==> config.mk <==
export PLATFORM = sky130hd
export DESIGN_NAME = clock_ratio_meter
export DESIGN_NICKNAME = d
export VERILOG_FILES = /design/src/rtl/clock_ratio_meter_pkg.sv /design/src/rtl/sync_edge_detect.sv /design/src/rtl/clock_ratio_meter.sv
export SDC_FILE = /design/constraint.sdc
export NUM_CORES = 1
export LEC_CHECK = 0
export CAP_MARGIN = 5
export CORE_UTILIZATION = 55
export CTS_CLUSTER_DIAMETER = 60
export DETAILED_ROUTE_END_ITERATION = 8
export GPL_TIMING_DRIVEN = 0
export PLACE_DENSITY = 0.79
export SLEW_MARGIN = 10
export SYNTH_ARGS = -nofsm -noshare
export SYNTH_HDL_FRONTEND = slang
export SYNTH_SLANG_ARGS = --single-unit
==> constraint.sdc <==
create_clock -name clock_i -period 3.9 [get_ports clock_i]
set_input_delay 0.78 -clock clock_i [delete_from_list [all_inputs] [get_ports clock_i]]
set_output_delay 0.78 -clock clock_i [all_outputs]
set_load 0.01 [all_outputs]
==> src/rtl/clock_ratio_meter_pkg.sv <==
// rtl/clock_ratio_meter_pkg.sv - shared state type and synchronizer depth for clock_ratio_meter
package clock_ratio_meter_pkg;

  typedef enum logic [1:0] {
    IDLE,
    ARM,
    MEASURE
  } state_e;

  localparam int unsigned SYNC_STAGES = 2;

endpackage

==> src/rtl/sync_edge_detect.sv <==
// rtl/sync_edge_detect.sv - multi-flop synchronizer with a one-cycle rising-edge pulse
module sync_edge_detect
  import clock_ratio_meter_pkg::*;
(
  input  logic clock_i,
  input  logic reset_i,
  input  logic async_i,
  output logic rise_o
);

  logic [SYNC_STAGES-1:0] sync_q, sync_d;
  logic                   prev_q, prev_d;

  always_comb begin
    sync_d = {sync_q[SYNC_STAGES-2:0], async_i};
    prev_d = sync_q[SYNC_STAGES-1];
  end

  always_ff @(posedge clock_i) begin
    if (reset_i) begin
      sync_q <= '0;
      prev_q <= 1'b0;
    end else begin
      sync_q <= sync_d;
      prev_q <= prev_d;
    end
  end

  assign rise_o = sync_q[SYNC_STAGES-1] & ~prev_q;

endmodule

==> src/rtl/clock_ratio_meter.sv <==
// rtl/clock_ratio_meter.sv - averaged period measurement of an async input in clock_i cycles
// Optional jitter_o (max-min sample per window) when CLOCK_RATIO_METER_JITTER_EN is defined.
module clock_ratio_meter
  import clock_ratio_meter_pkg::*;
#(
  parameter int CNT_WIDTH = 16,
  parameter int AVG_LOG2  = 2
) (
  input  logic                 clock_i,
  input  logic                 reset_i,
  input  logic                 en_i,
  input  logic                 sig_i,
  output logic [CNT_WIDTH-1:0] period_o,
  output logic                 valid_o,
  input  logic                 ready_i,
  output logic                 locked_o,
  output logic                 overflow_o,
`ifdef CLOCK_RATIO_METER_JITTER_EN
  output logic [CNT_WIDTH-1:0] jitter_o,
`endif
  output logic                 dropped_o
);

  localparam int ACC_W  = CNT_WIDTH + AVG_LOG2;
  localparam int NPER_W = AVG_LOG2 + 1;
  localparam logic [NPER_W-1:0]    WINDOW  = NPER_W'(2 ** AVG_LOG2);
  localparam logic [CNT_WIDTH-1:0] CNT_MAX = {CNT_WIDTH{1'b1}};

  state_e               state_q, state_d;
  logic [CNT_WIDTH-1:0] cnt_q, cnt_d;
  logic [ACC_W-1:0]     accum_q, accum_d;
  logic [NPER_W-1:0]    nper_q, nper_d;
  logic [CNT_WIDTH-1:0] period_q, period_d;
  logic                 valid_q, valid_d;
  logic                 locked_q, locked_d;
  logic                 overflow_q, overflow_d;
  logic                 dropped_q, dropped_d;

  logic                 rise;
  logic                 new_result;
  logic [CNT_WIDTH-1:0] sample;
  logic [ACC_W-1:0]     accum_sum;
  logic [NPER_W-1:0]    nper_inc;
  logic [CNT_WIDTH-1:0] result;

  sync_edge_detect u_sync (
    .clock_i (clock_i),
    .reset_i (reset_i),
    .async_i (sig_i),
    .rise_o  (rise)
  );

  // An edge landing on a full counter saturates the sample, so the accumulator cannot wrap.
  assign sample    = (cnt_q == CNT_MAX) ? CNT_MAX : cnt_q + CNT_WIDTH'(1);
  assign accum_sum = accum_q + ACC_W'(sample);
  assign nper_inc  = nper_q + NPER_W'(1);
  assign result    = CNT_WIDTH'(accum_sum >> AVG_LOG2);

`ifdef CLOCK_RATIO_METER_JITTER_EN
  logic [CNT_WIDTH-1:0] min_q, min_d, max_q, max_d, jitter_q, jitter_d;
  logic [CNT_WIDTH-1:0] smin, smax;
  assign smin = (sample < min_q) ? sample : min_q;
  assign smax = (sample > max_q) ? sample : max_q;
`endif

  always_comb begin
    state_d    = state_q;
    cnt_d      = cnt_q;
    accum_d    = accum_q;
    nper_d     = nper_q;
    period_d   = period_q;
    valid_d    = valid_q & ~ready_i;
    locked_d   = locked_q;
    overflow_d = 1'b0;
    dropped_d  = 1'b0;
    new_result = 1'b0;
`ifdef CLOCK_RATIO_METER_JITTER_EN
    min_d      = min_q;
    max_d      = max_q;
    jitter_d   = jitter_q;
`endif
    if (!en_i) begin
      state_d  = IDLE;
      cnt_d    = '0;
      accum_d  = '0;
      nper_d   = '0;
      valid_d  = 1'b0;
      locked_d = 1'b0;
    end else begin
      case (state_q)
        IDLE: state_d = ARM;
        ARM: begin
          if (rise) begin
            state_d = MEASURE;
            cnt_d   = '0;
            accum_d = '0;
            nper_d  = '0;
`ifdef CLOCK_RATIO_METER_JITTER_EN
            min_d   = CNT_MAX;
            max_d   = '0;
`endif
          end
        end
        MEASURE: begin
          if (rise) begin
            cnt_d = '0;
            if (nper_inc == WINDOW) begin
              new_result = 1'b1;
              accum_d    = '0;
              nper_d     = '0;
`ifdef CLOCK_RATIO_METER_JITTER_EN
              jitter_d   = valid_q && !ready_i ? jitter_q : smax - smin;
              min_d      = CNT_MAX;
              max_d      = '0;
`endif
            end else begin
              accum_d = accum_sum;
              nper_d  = nper_inc;
`ifdef CLOCK_RATIO_METER_JITTER_EN
              min_d   = smin;
              max_d   = smax;
`endif
            end
          end else if (cnt_q == CNT_MAX) begin
            overflow_d = 1'b1;
            locked_d   = 1'b0;
            accum_d    = '0;
            nper_d     = '0;
            cnt_d      = '0;
            state_d    = ARM;
          end else begin
            cnt_d = cnt_q + CNT_WIDTH'(1);
          end
        end
        default: state_d = IDLE;
      endcase
    end
    // A result finishing while the previous one is still unaccepted is discarded.
    if (new_result) begin
      if (valid_q && !ready_i) begin
        dropped_d = 1'b1;
      end else begin
        period_d = result;
        valid_d  = 1'b1;
        locked_d = 1'b1;
      end
    end
  end

  always_ff @(posedge clock_i) begin
    if (reset_i) begin
      state_q    <= IDLE;
      cnt_q      <= '0;
      accum_q    <= '0;
      nper_q     <= '0;
      period_q   <= '0;
      valid_q    <= 1'b0;
      locked_q   <= 1'b0;
      overflow_q <= 1'b0;
      dropped_q  <= 1'b0;
`ifdef CLOCK_RATIO_METER_JITTER_EN
      min_q      <= CNT_MAX;
      max_q      <= '0;
      jitter_q   <= '0;
`endif
    end else begin
      state_q    <= state_d;
      cnt_q      <= cnt_d;
      accum_q    <= accum_d;
      nper_q     <= nper_d;
      period_q   <= period_d;
      valid_q    <= valid_d;
      locked_q   <= locked_d;
      overflow_q <= overflow_d;
      dropped_q  <= dropped_d;
`ifdef CLOCK_RATIO_METER_JITTER_EN
      min_q      <= min_d;
      max_q      <= max_d;
      jitter_q   <= jitter_d;
`endif
    end
  end

  assign period_o   = period_q;
  assign valid_o    = valid_q;
  assign locked_o   = locked_q;
  assign overflow_o = overflow_q;
  assign dropped_o  = dropped_q;
`ifdef CLOCK_RATIO_METER_JITTER_EN
  assign jitter_o   = jitter_q;
`endif

endmodule

# --- Yosys cells after proc, flatten, opt, wreduce, memory -nomap -nowiden ---
# Index checks and enable logic that the tools add are counted.
word_totals:
  word_cells: 75
  ff_bits: 62
  output_inout_bits: 20
  inputBits: 5
classes:
  add_sub_neg: 3
  muxes: 34
  n_eq_ne: 8
  n_reduce_logical: 11
  bitwise: 8
ops:
  columns: ["op", "n"]
  rows:
  - ["2-to-1 mux 18 bit", 4]
  - ["2-to-1 mux 16 bit", 4]
  - ["one-hot mux 18 bit (2 select lines)", 1]
  - ["one-hot mux 16 bit (2 select lines)", 1]
  - ["adder 18 x 16 -> 18 bit", 1]
  - ["adder 16 x 1 -> 16 bit (second input constant)", 1]
  - ["equality test 16 bit (second input constant)", 1]
  - ["2-to-1 mux 1 bit", 15]
  - ["2-to-1 mux 3 bit", 4]
  - ["2-to-1 mux 2 bit", 3]
  - ["!= test 2 bit (second input constant)", 3]
  - ["NOT 1 bit", 6]
  - ["one-hot mux 2 bit (3 select lines)", 1]
  - ["one-hot mux 3 bit (2 select lines)", 1]
  - ["AND reduction 3 bit", 2]
  - ["AND reduction 2 bit", 2]
  - ["OR reduction 2 bit", 2]
  - ["OR reduction 4 bit", 1]
  - ["adder 3 x 1 -> 3 bit (second input constant)", 1]
  - ["equality test 3 bit (second input constant)", 1]
  - ["!= test 3 bit (second input constant)", 1]
  - ["bitwise AND 1 bit", 2]
  - ["equality test 2 x 1 -> 1 bit (second input constant)", 1]
  - ["equality test 2 bit (second input constant)", 1]
  - ["4 further kinds", 4]

# --- Logic depth before layout (Yosys ltp) ---
# Gate-level depths: netlist (run 1).
depth:
  ltp_word: 8
  ltp_mapped: 15
  depth_no_buf: 14

# --- By module ---
# From an unflattened synthesis (run 1), not the netlist that was laid out.
hier_totals:
  hier_cells: 452
  area_unflattened_um2: 3654.8
by_module_without_submodules:
  columns: ["module", "seq_area_each_um2", "instances", "area_per_inst_um2", "cells_each"]
  rows:
  - ["clock_ratio_meter", 1181.1, 1, 3567.2, 445]
  - ["sync_edge_detect", 60.1, 1, 87.6, 7]

# --- Least setup slack after synthesis (run 1) ---
# Ideal clock, no wire load.
synth_path:
  kind: "register -> register"
  from: "register cnt_q[0]"
  to: "register period_q[10] (netlist: period_o[10])"
  t_arrival_ns: 3.146
  setup_slack_ns: 0.632
  setup_time_ns: 0.122
  n_path_buf: 2
  path_stages_with_launch: 15
  cell_sequence: "dfxtp_1 ha_1 and2_2 nand4_4 or2_1 buf_6 clkbuf_1 nand2_1 ha_1 a21o_1 a221oi_2 o21ai_2 a31oi_4 nor4_1 a311o_1"
synth_between:
  elab_chain_len: 3
  word_cells_on_any_way: 4
  classes_between: "add/sub (2); eq/ne (1); mux (1)"
synth_lines:
  columns: ["item", "line_no", "text"]
  rows:
  - ["start, declared", "clock_ratio_meter.sv:30", "logic [CNT_WIDTH-1:0] cnt_q, cnt_d;"]
  - ["start signal, assigned", "clock_ratio_meter.sv:168", "cnt_q <= cnt_d;"]
  - ["adder 16 x 1 -> 16 bit / equality test 16 bit (equally long branches)", "clock_ratio_meter.sv:54", "assign sample = (cnt_q == CNT_MAX) ? CNT_MAX : cnt_q + CNT_WIDTH'(1);"]
  - ["2-to-1 mux 16 bit *", "clock_ratio_meter.sv:54", null]
  - ["adder 18 x 16 -> 18 bit *", "clock_ratio_meter.sv:55", "assign accum_sum = accum_q + ACC_W'(sample);"]
  - ["end signal, assigned", "clock_ratio_meter.sv:171", "period_q <= period_d;"]
  - ["end, declared", "clock_ratio_meter.sv:33", "logic [CNT_WIDTH-1:0] period_q, period_d;"]
# Mark *: on every way between the ends. The rest lies on a longest branch, timed or not.
# A chain may end at the register's enable or synchronous reset.

# --- Final worst setup path (run 1) ---
layout_path:
  from: "register cnt_q[1]"
  to: "register period_q[10] (netlist: period_o[10])"
# The elaborated chain is that of the path after synthesis.

==> results by group, run 1 <==
CTS
  • Clock buffer depth: 2
  • H-tree Lvls: 3
  • Hold_buf cts: 0
  • Clk_lat worst skew: approximately 0.35 ns
  • Clock Pin Slew Worst Setup and Hold Paths: ~0.07 ns
  • Clock root buffer: clkbuf_8
  • CTS sink cnt: between 60 and 70
  • CTS tree: built
  • TritonCTS Buffers: 9

Timing
  • Final worst path period need: ~3.6 ns
  • Slew Viols, Final: 0
  • FMAX: 0.277 GHz
  • Slew Limit Headroom: 59.3%
  • Final critical-path share of the clock period: approximately 92%
  • # setup viols final: 0
  • Final number of hold-violating endpoints: 0
  • RSZ-0062 raised after global routing: false
  • Worst Skew: 0.0141 ns
  • Worst slew pin tran: 0.609 ns
  • Setup TNS: 0 ns

Drt
  • Metal2 WL: between 4 and 5 mm
  • DRC Markers: 0
  • Drt wl/cell: 16.5 µm
  • Met1 Wirelength: 4.18 mm
  • Routed Wire Length: 9.13 mm
  • Vias: 3419
  • TritonRoute pass-1 iters: 5
  • Post-DRT Antenna Nets: 0
  • Via density: 6.17
  • Initial DRC Count: 278
  • WL met3: ~420 µm
  • DR top layer: met4

Worst hold path
  • Hold Crit Class: flip-flop to flip-flop

Die
  • Top-Level Pins: 25
  • Full die area: ~7000 µm²
  • Floorplan row count: 29
  • DIE WIDTH: 83.7 µm
  • Starting Density: 57.4%
  • Core box area: 6390 µm²
  • Die Height: about 84 µm

Critical path
  • Crit-path cells: ha_1 > and2_2 > nand4_4 > or2_1 > buf_6 > o21ai_0 > ha_1 > and3_1 > a221oi_4 > o21ai_2 > a31oi_4 > nor4_1 > a311o_1
  • Kind of end point of the critical path: flip-flop
  • Critical-path maximum fanout: 18
  • WP data required: between 4 and 5 ns
  • R2R setup slack: 0.29 ns
  • Critical-path top delay cell: dfxtp_1
  • Critical Path Source Type: flip-flop
  • Most common cell on crit path: ha_1
  • Arr. time, crit path: 3.84 ns
  • CP Class: flip-flop to flip-flop
  • Max stage delay on crit path: 0.43 ns

Yosys
  • Synthesized area: 3670 µm²
  • Dominant cells by area after synthesis: dfxtp_1, ha_1, nand2_1, a21oi_1, o21ai_0
  • Synthesized net count: around 460
  • FF+latch count, synth: slightly above 60
  • Synth unique cells: 64
  • Post-synth EDFFs: 0
  • Gate count of the mapped netlist: 439
  • Post-synth ARST share: 0%
  • Share of the synthesized area in the top cell type: roughly a third
  • Syn avg cell area: ~8.4 µm²
  • Ys Warns: 0
  • Post-synth top area cell: dfxtp_1
  • Sequential fraction of the synthesis area: 33.8%
  • Post-synth top flop: dfxtp_1

Final layout
  • Area of the multi-input gates: 2270 µm²
  • Ant diodes: 0
  • Non-filler cells in the finished layout: 554
  • P&R area growth vs syn: 16.0%
  • Layout cell share with drive strength beyond 1: 10.5%
  • Commonest non-fill, non-tap cell in the layout: dfxtp_1
  • Layout fillers: 554
  • Reg area: 1240 µm²
  • Nets: 497
  • Most frequent cells in the layout: dfxtp_1, nand2_1, a21oi_1

Power and ir drop
  • Part of the power in the clock network: 49.6%
  • VDD IR max: roughly 0.37 mV
  • Comb pwr share: 2.3%
  • Total net switching power: 0.283 mW
  • Int Pwr: slightly above 1 mW
  • Sw Ratio: 21.4%
  • Pleak: between 1.5 and 2 nW
  • Power per standard cell area: 310 nW/µm²
  • Register share of total power: approximately half

Place
  • Buffers on Ports: 24
  • GP Congestion: ~0.89
  • Final HPWL DP: 6.69 mm
  • Placed Instances: 540

Global route
  • Aggregate global routing overflow: 0
  • Largest net degree at the start of global routing: 12
  • GRT Total Usage: 27.1%
  • Vias in the first global route: 3153
  • Initial antenna violation count: 0
  • First-pass GRT wire length: around 15 mm

Outcome
  • Status: finished, final reports clean

Flow run
  • Max_cap viols: 0
==> layout make-up <==
class | count | share of cell area [%]
multi-input combinational | 342 | 53.5
sequential | 62 | 29.2
timing repair buffer | 25 | 5.82
clock buffer | 11 | 3.56
buffer | 22 | 2.91
tap | 77 | 2.26
clock inverter | 5 | 1.91
inverter | 10 | 0.882
==> critical path: cells and delay by family, from the launching register on <==
kind                     cells  cell delay, ns
flip-flops                   1            0.43
AO/OA/AOI/OAI                5            1.24
buffers and inverters        1            0.16
AND/OR/NAND/NOR              5            1.01
adder cells (fa/ha/maj)      2            0.66
==> Yosys cell counts (all sizes together) (2+ instances only) <==
cell type / n
o21ai: 30
buf: 13
a211oi: 6
a311o: 3
nand4: 4
and3: 7
o211ai: 7
a22o: 13
xor2: 11
a21oi: 34
nor2: 28
nor2b: 5
dfxtp: 62
ha: 19
nor3: 13
or2: 5
nand2b: 10
a21o: 7
a311oi: 5
a31oi: 10
nand2: 51
clkbuf: 12
xnor2: 14
nand3: 20
or3: 2
nor4: 4
o31ai: 5
and2: 3
and4: 6
inv: 10
a31o: 2
==> power by group through the flow <==
stage               registers [mW]  logic (mW)  clock network [mW]
floorplan                    0.650      0.0174                   0
global placement             0.650      0.0296                   0
detailed placement           0.650      0.0300                   0
CTS                          0.636      0.0302               0.664
global route                 0.635      0.0332               0.698
finish                       0.636      0.0305               0.655
==> flip-flops by register name, indices dropped and copies added (netlist names) <==
| register | cells |
|---|---|
| accum_q | 18 |
| cnt_q | 16 |
| period_o | 16 |
| nper_q | 3 |
| state_q | 2 |
| u_sync.sync_q | 2 |
| dropped_o | 1 |
| locked_o | 1 |
| overflow_o | 1 |
| u_sync.prev_q | 1 |
| valid_o | 1 |
==> routing by layer <==
metal | track usage, % | up-vias
met4 | 11.2 | 0
met1 | 34.6 | 1607
li1 | - | 1690
met5 | 0 | -
met3 | 6.53 | 18
met2 | 43.8 | 104
==> kinds of logic (layout without fill, tap and decap cells) <==
logic type,Yosys count,after routing,synth area share (%)
buffers and inverters,35,73,4.71
and+or+nand+nor,160,160,22.1
muxes,1,1,0.273
AOI/OAI and AO/OA,136,136,26.1
DFF,62,62,33.8
xor gates and xnor gates,25,25,5.97
adders and majority gates,20,20,7.03
==> metrics by stage <==
step	utilization [%]	setup slack, ns	area (µm²)	hold WS (ns)	total power [mW]
after detailed placement	62.7	0.175	4010	0.452	0.680
after floorplan	-	0.632	3670	0.414	0.667
after global routing	66.6	0.0433	4260	0.478	1.37
after global placement	62.7	0.196	4010	0.435	0.679
after CTS	66.4	0.131	4240	0.461	1.33
final	66.6	0.293	4260	0.461	1.32
==> path summary, 6_finish.rpt <==
check / startpoint / cells after the start / end
max reg2reg: cnt_q[1] / 13 / period_o[10]
min reg2reg: period_o[6] / 2 / period_o[6]
min: period_o[6] / 2 / period_o[6]
max: cnt_q[1] / 13 / period_o[10]
==> what timing repair did <==
action                     in CTS  in global routing
buffers inserted                0                  1
setup endpoints to repair       0                  6
gates resized for setup         0                  3
Power figures use the tool's default switching activity.
==> inputs of run 2 (changes only) <==
REMOVE_ABC_BUFFERS = 1   (was default)
==> run 2 against run 1 <==
Against the previous run:
- first-iteration DRC count down 33%
- count of clock-buffer cells in the layout down 1
- clock skew down 0.0040 ns
- sequential power about the same
- final cell count down 3.6%
==> results by group, run 2 (same netlist as run 1, synthesis figures left out) <==
Critical path
  • Most common cell on crit path: ha_1
  • Critical-path top delay cell: dfxtp_1
  • Critical Path Source Type: flip-flop
  • Crit-path cells: ha_1 > and2_2 > nand4_4 > or2_4 > o21ai_0 > ha_1 > and3_1 > a221oi_4 > o21ai_2 > a31oi_4 > nor4_1 > a311o_1
  • Kind of end point of the critical path: flip-flop
  • Max stage delay on crit path: 0.48 ns
  • Worst R2R Path Depth: 12
  • CP Class: flip-flop to flip-flop
  • WP data required: 4.14 ns
  • Arr. time, crit path: 3.91 ns
  • Critical-path maximum fanout: 18

Timing
  • Final number of hold-violating endpoints: 0
  • Worst slew pin tran: between 1 and 1.5 ns
  • Slew Limit Headroom: 23.0%
  • RSZ-0062 raised after global routing: false
  • FMAX: 0.273 GHz
  • Worst Skew: 0.0101 ns
  • Final critical-path share of the clock period: 94.1%
  • Final worst path period need: 3.67 ns
  • Slew Viols, Final: 0
  • # setup viols final: 0

Final layout
  • Most frequent cells in the layout: dfxtp_1, nand2_1, a21oi_1
  • Nets: 477
  • Fin area: 4130 µm²
  • Non-filler cells in the finished layout: about 530
  • Commonest non-fill, non-tap cell in the layout: dfxtp_1
  • Max FFs per register: 18
  • Largest Register: accum_q
  • Layout cell share with drive strength beyond 1: 9.19%
  • Ant diodes: 0
  • P&R area growth vs syn: 12.7%

Place
  • Final HPWL DP: around 5.8 mm
  • Placed Area: 3870 µm²
  • Buffers on Ports: 24
  • Placed Instances: ~500
  • GP Congestion: 0.854

Drt
  • Drt wl/cell: approximately 16 µm
  • TritonRoute pass-1 iters: 5
  • Vias: 3270
  • Routed Wire Length: between 8 and 9 mm
  • Initial DRC Count: between 150 and 200
  • Post-DRT Antenna Nets: 0
  • Via density: 6.12
  • DRC Markers: 0

CTS
  • Clock buffer depth: 2
  • Clock root buffer: clkbuf_8
  • TritonCTS Buffers: 9
  • Clock Pin Slew Worst Setup and Hold Paths: 0.07 ns
  • H-tree Lvls: 3
  • Clk_lat worst skew: about 0.35 ns
  • CTS tree: built
  • Hold_buf cts: 0
  • CTS sink cnt: 62

Die
  • Starting Density: 57.4%
  • Floorplan row count: 29
  • Top-Level Pins: 25
  • Core box area: 6390 µm²
  • Die Height: approximately 84 µm
  • DIE WIDTH: approximately 84 µm
  • Full die area: about 7000 µm²

Global route
  • Vias in the first global route: 2999
  • Initial antenna violation count: 0
  • First-pass GRT wire length: 14.3 mm
  • Largest net degree at the start of global routing: 24
  • GRT Total Usage: roughly a quarter
  • Aggregate global routing overflow: 0

Outcome
  • Status: finished, final reports clean

Worst hold path
  • Hold Crit Class: flip-flop to flip-flop
  • Hold Path Stages: 2

Power and ir drop
  • Pleak: 1.63 nW
  • Power per standard cell area: between 300 and 400 nW/µm²
  • VDD IR max: between 0.3 and 0.4 mV

Flow run
  • Max_cap viols: 0
==> run 2: cell count changes in the layout (fill, tap and decap cells not counted), sizes merged <==
cell,delta
clkinvlp,+1
buf,-11
clkbuf,-10
==> run 2: path summary, 6_finish.rpt <==
path         slack [ns]   startpoint            to
max                0.23     cnt_q[0]  period_o[10]
min                0.45  period_o[2]   period_o[2]
max reg2reg        0.23     cnt_q[0]  period_o[10]
min reg2reg        0.45  period_o[2]   period_o[2]
==> run 2: critical path: cells and delay by family, from the launching register on <==
kind                       cells  cell delay [ns]
AOI/OAI and AO/OA              5             1.28
adders and majority gates      2             0.67
DFF                            1             0.48
and+or+nand+nor                5             1.11
==> run 2: per-layer routing <==
metal,vias to the layer above,share of wire [%],global-route usage (%)
met3,11,4.1,5.93
met4,0,1.2,8.63
met5,-,0,0
li1,1638,-,-
met1,1565,46,32.5
met2,56,49,41.5
==> run 2: area by class of cell <==
class	instances	area, µm²
timing repair buffer	27	263
sequential	62	1240
multi-input combinational	342	2270
clock inverter	6	85.1
fill	531	2250
inverter	10	37.5
tap	77	96.3
clock buffer	10	138
==> run 2: per-stage QoR <==
step / total power, mW / hold slack [ns] / setup slack (ns) / TNS, ns / util [%]
2_1_floorplan: 0.663 / 0.414 / 0.532 / 0 / -
3_3_place_gp: 0.676 / 0.436 / -0.182 / -0.451 / 60.6
3_5_place_dp: 0.677 / 0.436 / -0.197 / -0.633 / 60.6
4_1_cts: 1.31 / 0.457 / 0.0883 / 0 / 64.1
5_1_grt: 1.34 / 0.462 / 0.0604 / 0 / 64.7
6_report: 1.30 / 0.454 / 0.231 / 0 / 64.7
==> run 2: what timing repair did <==
action	in CTS	in global routing
pin swaps	0	1
gates resized for setup	1	3
cloned	0	0
endpoints found under the setup margin	2	10
buffers inserted	0	3
==> run 2: power breakdown <==
group,leakage [nW],internal (mW),switching [mW]
logic,1.02,0.00755,0.0194
clock network,0.108,0.375,0.265
registers,0.500,0.635,0.000928
==> inputs of run 3 (changes only) <==
SKIP_LAST_GASP = 1   (was default)
==> results of run 3 <==
No change in the layout: final DEF, timing and power equal those of run 2.
